`src/rtl/sound_pkg.sv`:
```
// Shared constants and types for the sound-effect sequencer.
// The source enum doubles as the scheduler FSM state, so the reported
// source and the internal state can never disagree.
package sound_pkg;

  localparam logic [6:0] NOTE_JUMP = 7'd53;
  localparam logic [6:0] NOTE_OVER = 7'd54;
  localparam logic [6:0] NOTE_OFF  = 7'd127;

  typedef enum logic [1:0] {
    SRC_IDLE  = 2'd0,
    SRC_MUSIC = 2'd1,
    SRC_JUMP  = 2'd2,
    SRC_OVER  = 2'd3
  } src_t;

endpackage

```
`src/rtl/tick_div.sv`:
```
// Step-tick divider: counts 0..TICK_DIV-1 while enabled and flags the last
// count as the sequencer step tick. A synchronous restart lets each new
// sound effect begin with a full-length first step.
module tick_div #(
  parameter int TICK_DIV = 50000
) (
  input  logic clk,
  input  logic reset,
  input  logic enable,
  input  logic restart,
  output logic tick
);

  localparam int CW = (TICK_DIV > 1) ? $clog2(TICK_DIV) : 1;
  localparam logic [CW-1:0] CNT_LAST = CW'(TICK_DIV - 1);
  localparam logic [CW-1:0] CNT_ONE  = CW'(1);

  logic [CW-1:0] count;

  if (TICK_DIV < 2) begin : g_bad_tick_div
    $error("TICK_DIV must be at least 2");
  end

  assign tick = enable && (count == CNT_LAST);

  // Free-running step counter; restart has priority and a disabled divider holds.
  always_ff @(posedge clk) begin
    if (reset) begin
      count <= '0;
    end else if (restart) begin
      count <= '0;
    end else if (enable) begin
      count <= (count == CNT_LAST) ? '0 : count + CNT_ONE;
    end
  end

endmodule

```
`src/rtl/sfx_scheduler.sv`:
```
// Tone-generator scheduler: arbitrates game-over, jump and background music
// (in that priority) and emits a registered 7-bit note code plus a load strobe.
// The music step is frozen while an effect plays so the song resumes in place.
module sfx_scheduler
  import sound_pkg::*;
#(
  parameter int TICK_DIV  = 50000,
  parameter int MUSIC_LEN = 26,
  parameter int JUMP_LEN  = 3
) (
  input  logic       clk,
  input  logic       reset,
  input  logic       enable,
  input  logic       music_en,
  input  logic       jump_req,
  input  logic       over_req,
  input  logic       over_clr,
  output logic [6:0] note_code,
  output logic       note_stb,
  output logic [1:0] src,
  output logic       busy
);

  localparam int SW = (MUSIC_LEN > 1) ? $clog2(MUSIC_LEN) : 1;
  localparam int JW = $clog2(JUMP_LEN + 1);
  localparam logic [SW-1:0] STEP_LAST = SW'(MUSIC_LEN - 1);
  localparam logic [SW-1:0] STEP_ONE  = SW'(1);
  localparam logic [JW-1:0] JUMP_LAST = JW'(JUMP_LEN - 1);
  localparam logic [JW-1:0] JUMP_ONE  = JW'(1);

  if (MUSIC_LEN < 2 || MUSIC_LEN > 53) begin : g_bad_music_len
    $error("MUSIC_LEN must be in 2..53 so that 2*step fits the 7-bit note code");
  end

  if (JUMP_LEN < 1) begin : g_bad_jump_len
    $error("JUMP_LEN must be at least 1");
  end

  src_t          state;
  logic [SW-1:0] step;
  logic [SW-1:0] step_next;
  logic [JW-1:0] jump_cnt;
  logic          enable_q;
  logic          tick;
  logic          restart;

  // Music step s plays note code 2*s.
  function automatic logic [6:0] music_code(input logic [SW-1:0] s);
    return 7'({s, 1'b0});
  endfunction

  // Code that belongs to a state when nothing else is changing it.
  function automatic logic [6:0] held_code(input src_t st, input logic [SW-1:0] s);
    logic [6:0] code;
    code = NOTE_OFF;
    case (st)
      SRC_MUSIC: code = music_code(s);
      SRC_JUMP:  code = NOTE_JUMP;
      SRC_OVER:  code = NOTE_OVER;
      default:   code = NOTE_OFF;
    endcase
    return code;
  endfunction

  assign step_next = (step == STEP_LAST) ? '0 : step + STEP_ONE;

  // Entering game-over or (re)starting a jump realigns the step tick.
  assign restart = enable && (state != SRC_OVER) && (over_req || jump_req);

  assign src = state;

  tick_div #(
    .TICK_DIV (TICK_DIV)
  ) u_tick_div (
    .clk     (clk),
    .reset   (reset),
    .enable  (enable),
    .restart (restart),
    .tick    (tick)
  );

  // Source FSM with step/jump counters; every output is loaded here so all are registered.
  always_ff @(posedge clk) begin
    if (reset) begin
      state     <= SRC_IDLE;
      step      <= '0;
      jump_cnt  <= '0;
      note_code <= NOTE_OFF;
      note_stb  <= 1'b0;
      busy      <= 1'b0;
      enable_q  <= 1'b1;
    end else begin
      enable_q <= enable;
      note_stb <= 1'b0;
      if (!enable) begin
        note_code <= NOTE_OFF;
      end else begin
        if (!enable_q) begin
          note_code <= held_code(state, step);
          note_stb  <= 1'b1;
        end
        if (state != SRC_OVER && over_req) begin
          state     <= SRC_OVER;
          busy      <= 1'b1;
          note_code <= NOTE_OVER;
          note_stb  <= 1'b1;
        end else if (state == SRC_OVER) begin
          if (over_clr && !over_req) begin
            state     <= SRC_IDLE;
            busy      <= 1'b0;
            step      <= '0;
            note_code <= NOTE_OFF;
            note_stb  <= 1'b1;
          end
        end else if (jump_req) begin
          state     <= SRC_JUMP;
          busy      <= 1'b1;
          jump_cnt  <= '0;
          note_code <= NOTE_JUMP;
          note_stb  <= 1'b1;
        end else begin
          case (state)
            SRC_JUMP: begin
              if (tick) begin
                if (jump_cnt == JUMP_LAST) begin
                  note_stb <= 1'b1;
                  if (music_en) begin
                    state     <= SRC_MUSIC;
                    busy      <= 1'b1;
                    note_code <= music_code(step);
                  end else begin
                    state     <= SRC_IDLE;
                    busy      <= 1'b0;
                    note_code <= NOTE_OFF;
                  end
                end else begin
                  jump_cnt <= jump_cnt + JUMP_ONE;
                end
              end
            end
            SRC_MUSIC: begin
              if (!music_en) begin
                state     <= SRC_IDLE;
                busy      <= 1'b0;
                note_code <= NOTE_OFF;
                note_stb  <= 1'b1;
              end else if (tick) begin
                step      <= step_next;
                note_code <= music_code(step_next);
                note_stb  <= 1'b1;
              end
            end
            SRC_IDLE: begin
              if (music_en && tick) begin
                state     <= SRC_MUSIC;
                busy      <= 1'b1;
                note_code <= music_code(step);
                note_stb  <= 1'b1;
              end
            end
            default: begin
            end
          endcase
        end
      end
    end
  end

endmodule

```
`config.mk`:
```
export PLATFORM = sky130hd
export DESIGN_NAME = sfx_scheduler
export DESIGN_NICKNAME = d
export VERILOG_FILES = /design/src/rtl/sound_pkg.sv /design/src/rtl/tick_div.sv /design/src/rtl/sfx_scheduler.sv
export SDC_FILE = /design/constraint.sdc
export NUM_CORES = 1
export LEC_CHECK = 0
export ABC_AREA = 0
export CORE_MARGIN = 1.5
export CORE_UTILIZATION = 38
export CTS_BUF_LIST = sky130_fd_sc_hd__clkbuf_16
export DETAILED_ROUTE_END_ITERATION = 6
export HOLD_SLACK_MARGIN = 0.05
export PLACE_DENSITY = 0.62
export SYNTH_ARGS = -nofsm -noshare
export SYNTH_HDL_FRONTEND = slang
export SYNTH_HIERARCHICAL = 1
export SYNTH_SLANG_ARGS = --single-unit
```
`constraint.sdc`:
```
create_clock -name clk -period 4.8 [get_ports clk]
set_input_delay 1.44 -clock clk [delete_from_list [all_inputs] [get_ports clk]]
set_output_delay 1.44 -clock clk [all_outputs]
set_load 0.05 [all_outputs]
```
==> summary.md <==
| Metric | Value |
|---|---|
| Status | completed |
| Worst-path clk slew | 60 ps |
| Core Area | between 5000 and 6000 sq um |
| Nets@finish | 332 |
| Net Count, Synth | 323 |
| Area of placed instances | 2530 sq um |
| Max stage delay on crit path | 450 ps |
| Number of synthesized flops with an enable pin | 0 |
| Syn_area_per_cell | 7.62 sq um |
| R2R Setup Slk | 1770 ps |
| Post-synth top flop | dfxtp_1 |
| Top post-synthesis cells by area | dfxtp_1 30%, nor2_1 7.4%, ha_1 5.4% |
| Crit Path Max Fanout | 16 |
| Ports | 18 |
| Util after Layout | 0.451 |
| Crit path time final | 3730 ps |
| Max-slew violations | 0 |
| Slew HR | 0.516 |
| Slowest stage cell, crit path | clkdlybuf4s50_1 |
| Cell area after layout | 2670 sq um |
| Share of cells above drive strength 1 | 0.0570 |
| Arr. time, crit path | 3880 ps |
| WP data required | 4950 ps |
| Max-cap violations | 0 |
| Ant. Diodes | 0 |
| Post-synth cell types | between 50 and 60 |
| Yosys warns | 6 |
| Inserted Clock Buffers | 5 |
| DR WL/cell | 14.3 um |
| Setup ws final | 1070 ps |
| Final Instance Count excl. Fillers | between 300 and 400 |
| Vias in the first global route | 2,080 |
| Area leader, netlist | dfxtp_1 |
| Setup WS pre-CTS | 770 ps |
| CTS root buf | clkbuf_16 |
| Maximum clock rate | 0.268 GHz |
| Post-CTS sizing | 0 |
| Post-CTS Setup Inserts | 0 |
| Count leader, synth | nor2_1 |
| Register area share after synthesis | 0.301 |
| Slew @ Worst Pin | 726 ps |
| Routed WL | between 5000 and 6000 um |
| Worst vdd ir | roughly 170 uV |
| Clock skew | slightly above 4 ps |
| CTS tree | built |
| Min-Delay Path Class | reg2reg |
| WS Path Type | in2reg |
| Async SR Flop Fraction | 0 |
| Synth Instances | 306 |
| DR vias | 2,214 |
| Die Area | 6610 sq um |
| Setup TNS | 0 ps |
| Most frequent cells after synthesis | 46 x nor2_1, 35 x dfxtp_1, 33 x nand2_1, 15 x a21oi_1, 14 x o21ai_0 |
| Hpwl dp | slightly below 4000 um |
| Post-synthesis cell area | 2330 sq um |
| Clk sinks | 35 |
| Filler cells | 625 |
| Area Overhead vs Synth | 14.7% |
| Critical path's most frequent cell | buf_4 |
| Initial Util | 0.394 |
| Post-layout power | 0.752 mW |
| Setup violators final | 0 |
| CTS Buffer Depth | 2 |
| Placer Congestion | slightly above 0.8 |
| Tot GR Track Use | 0.188 |
| Critical Path Source Type | input pin |
| DRT Pass-1 Iters | 4 |
| Pwr Density | 281 nW/um^2 |
| Placed cells | between 300 and 400 |
| CTS Hold Bufs | 0 |
| Later-pin clock latency in the skew report | 280 ps |
| First DRT Iteration DRCs | 140 |
| First-pass GRT wire length | a little under 10,000 um |
| Largest net degree at the start of global routing | 22 |
| Vias/cell | 5.66 |
| Die Ht | around 81 um |
| Congestion Overflow GR | 0 |
| Synth Register Bits | 35 |
| Pleak | a little under 0.9 nW |
| IO buf count | 17 |
| Rows | 28 |
| Final ANT Viol Nets | 0 |
| Htree depth | 2 |
| Final period util | 0.777 |
| Cells along the critical path | clkdlybuf4s50_1, buf_4, nand4_1, nor3_1, buf_4, and2_1, a32o_1, nand3_1, a22oi_1, nor2_1 |
| RSZ-0062 raised after global routing | false |
| Remaining routing DRC violations | 0 |
| Final hold violations | 0 |
| Post-synth top area share | 0.301 |
| Antenna violations before repair | 0 |
| CP Capture Type | register |
| Die Width | 81.3 um |
| Hold WS | about 460 ps |
-- final cells by class --
class	instances	area, sq um	share of cell area
clock buffers	5	125	0.0468
multi-input cells	243	1510	0.564
flip-flops and latches	35	701	0.262
inverters	10	37.5	0.0140
well taps	75	93.8	0.0351
clock inverters	3	16.3	0.00609
repair buffers	20	193	0.0721
-- routing by layer --
layer / vias to the layer above / global-route usage / share of wire / routed length, um
li1: 1120 / - / - / -
met1: 1022 / 0.260 / 0.50 / 2800
met2: 59 / 0.292 / 0.44 / 2450
met3: 13 / 0.0348 / 0.043 / 240
met4: 0 / 0.0586 / 0.020 / 111
met5: - / 0 / 0 / 0
-- report_power, final --
part | internal (mW) | switching, mW
Clock | 0.189 | 0.125
Combinational | 0.0476 | 0.0838
Sequential | 0.298 | 0.00827
Total | 0.535 | 0.217
-- cells in the final DEF, fill, tap and decap left out, types with 6 or more instances in the layout --
cell type         n
nor2b_1           9
nor3_1            7
xnor2_1          13
clkdlybuf4s50_1  17
o21ai_0          14
nand4_1           9
dfxtp_1          35
ha_1             10
nor2_1           46
nand2b_1          6
a31oi_1           8
inv_1            11
a21oi_1          15
nand2_1          33
-- final timing paths --
kind / startpoint / to / cells past startpoint
setup / recovery: enable / step[3]$_SDFFE_PP0P_ / 10
hold reg to reg: jump_cnt[1]$_SDFFE_PP0P_ / jump_cnt[1]$_SDFFE_PP0P_ / 2
setup reg to reg: u_tick_div/count[12]$_SDFFE_PP0P_ / step[3]$_SDFFE_PP0P_ / 9
hold / removal: jump_cnt[1]$_SDFFE_PP0P_ / jump_cnt[1]$_SDFFE_PP0P_ / 2
-- state kept, by name, indices dropped and copies added, names as in the netlist --
register / flops
note_code: 7
busy: 1
enable_q: 1
jump_cnt: 2
step: 5
note_stb: 1
u_tick_div/count: 16
src: 2
-- critical path: cells and delay by family --
| family | cells | cell delay (ps) |
|---|---|---|
| AO/OA/AOI/OAI | 2 | 470 |
| buffers and inverters | 3 | 830 |
| AND/OR/NAND/NOR | 5 | 1120 |
-- logic make-up after synthesis --
kind of cell | after synthesis | synth area share
buffers and inverters | 28 | 0.0531
adder cells (fa/ha/maj) | 10 | 0.0537
XOR/XNOR | 17 | 0.0639
multiplexers | 4 | 0.0177
AND/OR/NAND/NOR | 137 | 0.288
flip-flops | 35 | 0.301
AO/OA/AOI/OAI | 75 | 0.223
(Power assumes the default switching activity.)
